`src/rtl/main_run_ctrl_pkg.sv`:
```
// Shared types and constants for the run controller in front of the `main` accelerator.
package main_run_ctrl_pkg;

    typedef enum logic [2:0] {
        ST_IDLE   = 3'd0,
        ST_FETCH  = 3'd1,
        ST_WRITE  = 3'd2,
        ST_START  = 3'd3,
        ST_RUN    = 3'd4,
        ST_REPORT = 3'd5
    } run_state_t;

    // Result status codes carried in res_status.
    localparam logic [1:0] RES_DONE        = 2'd0;
    localparam logic [1:0] RES_RUN_TIMEOUT = 2'd1;
    localparam logic [1:0] RES_WR_TIMEOUT  = 2'd2;
    localparam logic [1:0] RES_BAD_LEN     = 2'd3;

    // Access size presented on S_data_ram_size for a byte write.
    localparam logic [7:0] RAM_SIZE_BYTE = 8'd8;

    // Zero-extend one image byte onto the 16-bit slave write bus.
    function automatic logic [15:0] byte_to_word(input logic [7:0] b);
        return {8'h00, b};
    endfunction

endpackage

```
`src/rtl/main_run_ctrl_cycle_counter.sv`:
```
// Saturating-at-limit cycle counter: clear, load-with-one, enable, and a
// flag that is high while the count equals LIMIT. Used both for the run
// measurement and for the per-write acknowledge watchdog.
module run_cycle_counter
    import main_run_ctrl_pkg::*;
#(
    parameter int             W     = 32,
    parameter logic [W-1:0]   LIMIT = W'(1)
) (
    input  logic         clock,
    input  logic         reset,
    input  logic         clr,
    input  logic         load,
    input  logic         en,
    output logic [W-1:0] count,
    output logic         tmo
);

    logic [W-1:0] count_r;

    // Count register: clear has priority, then load-one, then increment.
    always_ff @(posedge clock or negedge reset) begin
        if (!reset) begin
            count_r <= '0;
        end else if (clr) begin
            count_r <= '0;
        end else if (load) begin
            count_r <= {{(W-1){1'b0}}, 1'b1};
        end else if (en) begin
            count_r <= count_r + {{(W-1){1'b0}}, 1'b1};
        end else begin
            count_r <= count_r;
        end
    end

    assign count = count_r;
    assign tmo   = (count_r == LIMIT);

endmodule

```
`src/rtl/main_run_ctrl.sv`:
```
// Run controller for the `main` accelerator: loads an input byte image through
// the slave RAM port, pulses start_port, times the run until done_port and
// reports one (status, cycles) record.
module main_run_ctrl
    import main_run_ctrl_pkg::*;
#(
    parameter int ADDR_W    = 14,
    parameter int DATA_W    = 16,
    parameter int CYC_W     = 32,
    parameter int MEM_BYTES = 32,
    parameter int TIMEOUT   = 200000000,
    parameter int WR_TMO    = 16
) (
    input  logic              clock,
    input  logic              reset,
    input  logic              cfg_valid,
    output logic              cfg_ready,
    input  logic [ADDR_W-1:0] cfg_base,
    input  logic [15:0]       cfg_len,
    input  logic              byte_valid,
    output logic              byte_ready,
    input  logic [7:0]        byte_data,
    output logic              start_port,
    input  logic              done_port,
    output logic [1:0]        S_oe_ram,
    output logic [1:0]        S_we_ram,
    output logic [ADDR_W-1:0] S_addr_ram,
    output logic [DATA_W-1:0] S_Wdata_ram,
    output logic [7:0]        S_data_ram_size,
    input  logic [1:0]        Sout_DataRdy,
    output logic              res_valid,
    input  logic              res_ready,
    output logic [1:0]        res_status,
    output logic [CYC_W-1:0]  res_cycles,
    output logic              busy
);

    localparam int WD_W = $clog2(WR_TMO + 1);

    run_state_t        state_r;
    logic [ADDR_W-1:0] base_r;
    logic [15:0]       len_r;
    logic [15:0]       idx_r;
    logic [ADDR_W-1:0] addr_r;
    logic [DATA_W-1:0] wdata_r;
    logic [7:0]        size_r;
    logic              we_r;
    logic              cfg_ready_r;
    logic              byte_ready_r;
    logic              start_r;
    logic              res_valid_r;
    logic [1:0]        status_r;
    logic [CYC_W-1:0]  cycles_r;
    logic              busy_r;

    logic [15:0]       idx_inc_s;
    logic              run_clr_s, run_load_s, run_en_s, run_tmo_s;
    logic [CYC_W-1:0]  run_cnt_s;
    logic              wd_clr_s, wd_load_s, wd_en_s, wd_tmo_s;
    logic [WD_W-1:0]   wd_cnt_unused_s;
    logic              rdy_unused_s;

    assign rdy_unused_s = Sout_DataRdy[1];

    // Counter controls: run counter starts at one on START, watchdog at one on byte accept.
    always_comb begin
        idx_inc_s  = idx_r + 16'd1;
        run_clr_s  = (state_r == ST_IDLE);
        run_load_s = (state_r == ST_START);
        run_en_s   = (state_r == ST_RUN) && !done_port && !run_tmo_s;
        wd_clr_s   = (state_r == ST_IDLE);
        wd_load_s  = (state_r == ST_FETCH) && byte_valid && byte_ready_r;
        wd_en_s    = (state_r == ST_WRITE) && !Sout_DataRdy[0] && !wd_tmo_s;
    end

    run_cycle_counter #(
        .W     (CYC_W),
        .LIMIT (CYC_W'(TIMEOUT))
    ) u_run_cnt (
        .clock (clock),
        .reset (reset),
        .clr   (run_clr_s),
        .load  (run_load_s),
        .en    (run_en_s),
        .count (run_cnt_s),
        .tmo   (run_tmo_s)
    );

    run_cycle_counter #(
        .W     (WD_W),
        .LIMIT (WD_W'(WR_TMO))
    ) u_wr_wdog (
        .clock (clock),
        .reset (reset),
        .clr   (wd_clr_s),
        .load  (wd_load_s),
        .en    (wd_en_s),
        .count (wd_cnt_unused_s),
        .tmo   (wd_tmo_s)
    );

    // Control FSM; every output is a register updated together with the state.
    always_ff @(posedge clock or negedge reset) begin
        if (!reset) begin
            state_r      <= ST_IDLE;
            base_r       <= '0;
            len_r        <= 16'd0;
            idx_r        <= 16'd0;
            addr_r       <= '0;
            wdata_r      <= '0;
            size_r       <= 8'd0;
            we_r         <= 1'b0;
            cfg_ready_r  <= 1'b1;
            byte_ready_r <= 1'b0;
            start_r      <= 1'b0;
            res_valid_r  <= 1'b0;
            status_r     <= 2'd0;
            cycles_r     <= '0;
            busy_r       <= 1'b0;
        end else begin
            case (state_r)
                ST_IDLE: begin
                    if (cfg_valid && cfg_ready_r) begin
                        base_r      <= cfg_base;
                        len_r       <= cfg_len;
                        idx_r       <= 16'd0;
                        cfg_ready_r <= 1'b0;
                        busy_r      <= 1'b1;
                        if (cfg_len > 16'(MEM_BYTES)) begin
                            status_r    <= RES_BAD_LEN;
                            cycles_r    <= '0;
                            res_valid_r <= 1'b1;
                            state_r     <= ST_REPORT;
                        end else if (cfg_len == 16'd0) begin
                            start_r <= 1'b1;
                            state_r <= ST_START;
                        end else begin
                            byte_ready_r <= 1'b1;
                            state_r      <= ST_FETCH;
                        end
                    end
                end
                ST_FETCH: begin
                    if (byte_valid) begin
                        byte_ready_r <= 1'b0;
                        addr_r       <= base_r + ADDR_W'(idx_r);
                        wdata_r      <= DATA_W'(byte_to_word(byte_data));
                        size_r       <= RAM_SIZE_BYTE;
                        we_r         <= 1'b1;
                        state_r      <= ST_WRITE;
                    end
                end
                ST_WRITE: begin
                    if (Sout_DataRdy[0]) begin
                        we_r    <= 1'b0;
                        size_r  <= 8'd0;
                        addr_r  <= '0;
                        wdata_r <= '0;
                        idx_r   <= idx_inc_s;
                        if (idx_inc_s == len_r) begin
                            start_r <= 1'b1;
                            state_r <= ST_START;
                        end else begin
                            byte_ready_r <= 1'b1;
                            state_r      <= ST_FETCH;
                        end
                    end else if (wd_tmo_s) begin
                        we_r        <= 1'b0;
                        size_r      <= 8'd0;
                        addr_r      <= '0;
                        wdata_r     <= '0;
                        status_r    <= RES_WR_TIMEOUT;
                        cycles_r    <= '0;
                        res_valid_r <= 1'b1;
                        state_r     <= ST_REPORT;
                    end
                end
                ST_START: begin
                    start_r <= 1'b0;
                    state_r <= ST_RUN;
                end
                ST_RUN: begin
                    if (done_port) begin
                        status_r    <= RES_DONE;
                        cycles_r    <= run_cnt_s;
                        res_valid_r <= 1'b1;
                        state_r     <= ST_REPORT;
                    end else if (run_tmo_s) begin
                        status_r    <= RES_RUN_TIMEOUT;
                        cycles_r    <= CYC_W'(TIMEOUT);
                        res_valid_r <= 1'b1;
                        state_r     <= ST_REPORT;
                    end
                end
                ST_REPORT: begin
                    if (res_ready) begin
                        res_valid_r <= 1'b0;
                        cfg_ready_r <= 1'b1;
                        busy_r      <= 1'b0;
                        state_r     <= ST_IDLE;
                    end
                end
                default: begin
                    state_r      <= ST_IDLE;
                    we_r         <= 1'b0;
                    size_r       <= 8'd0;
                    byte_ready_r <= 1'b0;
                    start_r      <= 1'b0;
                    res_valid_r  <= 1'b0;
                    cfg_ready_r  <= 1'b1;
                    busy_r       <= 1'b0;
                end
            endcase
        end
    end

    assign cfg_ready       = cfg_ready_r;
    assign byte_ready      = byte_ready_r;
    assign start_port      = start_r;
    assign S_oe_ram        = 2'b00;
    assign S_we_ram        = {1'b0, we_r};
    assign S_addr_ram      = addr_r;
    assign S_Wdata_ram     = wdata_r;
    assign S_data_ram_size = size_r;
    assign res_valid       = res_valid_r;
    assign res_status      = status_r;
    assign res_cycles      = cycles_r;
    assign busy            = busy_r;

endmodule

```
`config.mk`:
```
export PLATFORM = sky130hd
export DESIGN_NAME = main_run_ctrl
export DESIGN_NICKNAME = d
export VERILOG_FILES = /design/src/rtl/main_run_ctrl_pkg.sv /design/src/rtl/main_run_ctrl_cycle_counter.sv /design/src/rtl/main_run_ctrl.sv
export SDC_FILE = /design/constraint.sdc
export NUM_CORES = 1
export LEC_CHECK = 0
export CORE_MARGIN = 3
export CORE_UTILIZATION = 58
export DETAILED_ROUTE_END_ITERATION = 16
export PLACE_DENSITY = 0.86
export SLEW_MARGIN = 20
export SYNTH_ARGS = -nofsm -noshare
export SYNTH_HDL_FRONTEND = slang
export SYNTH_SLANG_ARGS = --single-unit
```
`constraint.sdc`:
```
create_clock -name clock -period 3.8 [get_ports clock]
set_input_delay 0.57 -clock clock [delete_from_list [all_inputs] [get_ports clock]]
set_output_delay 0.57 -clock clock [all_outputs]
set_load 0.005 [all_outputs]
```
==> run summary <==
Max Clk Rate = 327 MHz
GP Congestion = 0.883
Max stage delay cell, worst path = dfrtp_1
Sequential share of power = 36.4%
Max-cap violations = 0
Vias per inst = 6.13
Final Cycle Share = 80.4%
Initial antenna violation count = 0
Metal3 WL = 1190 um
Status = complete, no violations
Area leader, netlist = dfrtp_1
Crit start category = register
HP Class = in2async
Top FF cell, synth = dfrtp_1
# setup viols final = 0
Die area = 14900 um^2
Share of layout cells above drive strength 1 = 9.96%
Detail Route Antenna Nets = 0
Die X-Extent = 122 um
Max-slew violations = 0
DR WL met2 = 9310 um
Area post-placement = 8990 um^2
VDD IR max = 0.488 mV
# fillers = 874
Top-count cell post-synth = dfrtp_1
Yosys reg bits = 148
Initial core utilization = 60.6%
GR Overflow Total = 0
Leakage = 4.08 nW
Setup ws final = 746 ps
Pwr Density = 674 nW/um^2
Synth warn = 0
Final #Nets = 946
Post-synth EDFFs = 0
First-pass GRT wire length = 31400 um
Slowest cell delay on critical path = 720 ps
Ranking of synthesized cells by area = dfrtp_1 (47%), xnor2_1 (4.8%), mux2_2 (4.5%), a22o_1 (4.2%), nor2_1 (3.6%)
Hold Fails Final Rpt = 0
Crit path DAT = 3390 ps
Syn Inst Count = 786
Die Span Y = 122 um
Site Rows = 41
Worst-margin pin slew = 996 ps
Initial DRC count = 566
Bufs on Longest Clock Path = 2
CTS sink cnt = 148
Root buffer selected by CTS = clkbuf_16
Final instance area = 9620 um^2
IO Port Bufs = 107
Area Overhead vs Synth = 22.7%
Final wirelength = 19300 um
Final HPWL DP = 13400 um
WP buf/inv = 0
DRC = 0
Post-CTS setup buffers = 0
Seq/Total Area, Yosys = 47.3%
Distinct cells, synth = 72
Post-CTS Resized = 0
Largest net degree at the start of global routing = 111
Post-Syn Area = 7840 um^2
Core Box Area = 12900 um^2
Detailed-route via count = 6531
Reg clk slew, reported paths = 60 ps
H-tree levels = 4
Combinational share of power = 36.2%
Vias in the first global route = 6383
Internal cell power = 4.29 mW
Placed cell count = 1034
Place WS = 820 ps
Synth async-reset ratio = 100%
CP max FO = 19
Clock latency on the worst-skew pair = 430 ps
Final TNS setup = 0 ps
NetSw = 2.20 mW
RSZ-0062 raised after global routing = no
Mean Syn Cell Area = 9.97 um^2
WP data required = 4140 ps
Post-CTS Hold Fix Bufs = 0
Drt wl/cell = 18.1 um
CP cell instances = or3b_1, nor2_4, o31ai_2, or4_1, or3_1, a21oi_1
Sw Share = 33.9%
Total GRT Usage = 26.6%
Min Tclk post-route = 3050 ps
Final Non-Filler Cells = 1066
CTS tree = built
Synth cell count leaders = dfrtp_1 (147), nor2_1 (76), nand2_1 (63), xnor2_1 (43), o21ai_0 (41)
Slew margin rel. = 33.6%
Antenna diode count = 0
Top delay family on crit path = simple AND/OR/NAND/NOR gates
IO Pins = 127
Crit Path Class = reg2reg
Pre-antenna DRT Iters = 5
Wl on met1 = 8520 um
Top sig layer = met4
Clock share of power = 27.4%
Clock Skews = 7.90 ps
Top-area cell type share of the netlist area = 46.9%
TritonCTS Buffers = 17
Crit. End Element = register
==> cells by family (layout without fill, tap and decap cells) <==
group / after synthesis / after routing / synth area share, %
xor gates and xnor gates: 60 / 60 / 6.70
muxes: 35 / 35 / 4.98
other: 1 / 18 / 0.0478
DFF: 148 / 148 / 47.3
adders and majority gates: 19 / 19 / 3.13
and+or+nand+nor: 264 / 264 / 16.9
buffers and inverters: 82 / 173 / 5.03
AOI/OAI and AO/OA: 177 / 177 / 15.9
==> per-layer routing <==
layer,vias up,GRT usage (%)
met5,-,0
li1,2993,-
met3,26,5.39
met1,3262,37.1
met2,250,41.9
met4,0,8.75
==> per-stage QoR <==
step                      hold WS (ps)  power (mW)  utilization (%)
after global routing               326        6.87             74.4
after floorplan                    274        3.78                -
after global placement             462        4.56             69.6
after detailed placement           469        4.69             69.6
after CTS                          301        6.50             74.4
final                              243        6.49             74.4
==> layout by cell type (no fill, tap or decap), types with 22 or more instances in the layout <==
| master | n |
|---|---|
| dfrtp_1 | 147 |
| clkdlybuf4s50_1 | 106 |
| nor2_1 | 76 |
| nand2_1 | 63 |
| xnor2_1 | 43 |
| o21ai_0 | 41 |
| a22o_1 | 38 |
| mux2_2 | 31 |
| a21oi_1 | 29 |
| o31ai_1 | 22 |
==> worst paths after layout <==
check                                   start             endpoint  slack [ps]  cells past startpoint
worst max-delay path               state_r[2]  u_run_cnt.count[30]         750                      6
worst min-delay path                    reset            idx_r[15]         240                      1
worst max register to register     state_r[2]  u_run_cnt.count[30]         750                      6
worst min register to register  res_status[0]        res_status[0]         480                      2
max in group asynchronous               reset        S_addr_ram[6]        2830                      2
min in group clock              res_status[0]        res_status[0]         480                      2
==> state kept, by name, indices dropped and copies added, names as in the netlist, 2 cells and up <==
register / count
state_r: 3
u_run_cnt.count: 32
S_addr_ram: 14
len_r: 16
base_r: 14
S_Wdata_ram: 8
res_status: 2
idx_r: 16
u_wr_wdog.count: 5
res_cycles: 32
==> power groups by stage <==
stage / Clock [mW] / Sequential, mW / Combinational (mW)
global route: 1.87 / 2.41 / 2.58
floorplan: 0 / 2.26 / 1.52
detailed placement: 0 / 2.37 / 2.31
CTS: 1.80 / 2.35 / 2.35
finish: 1.78 / 2.36 / 2.35
global placement: 0 / 2.34 / 2.23
==> layout make-up <==
cell class	instances	area (um^2)	share of cell area, %
Inverter	20	75.1	0.780
Timing Repair Buffer	121	1190	12.4
Clock inverter	11	176	1.83
Tap cell	172	215	2.24
Clock buffer	21	450	4.68
Sequential cell	148	3700	38.5
Multi-Input combinational cell	573	3810	39.6
Power figures use the tool's default switching activity.
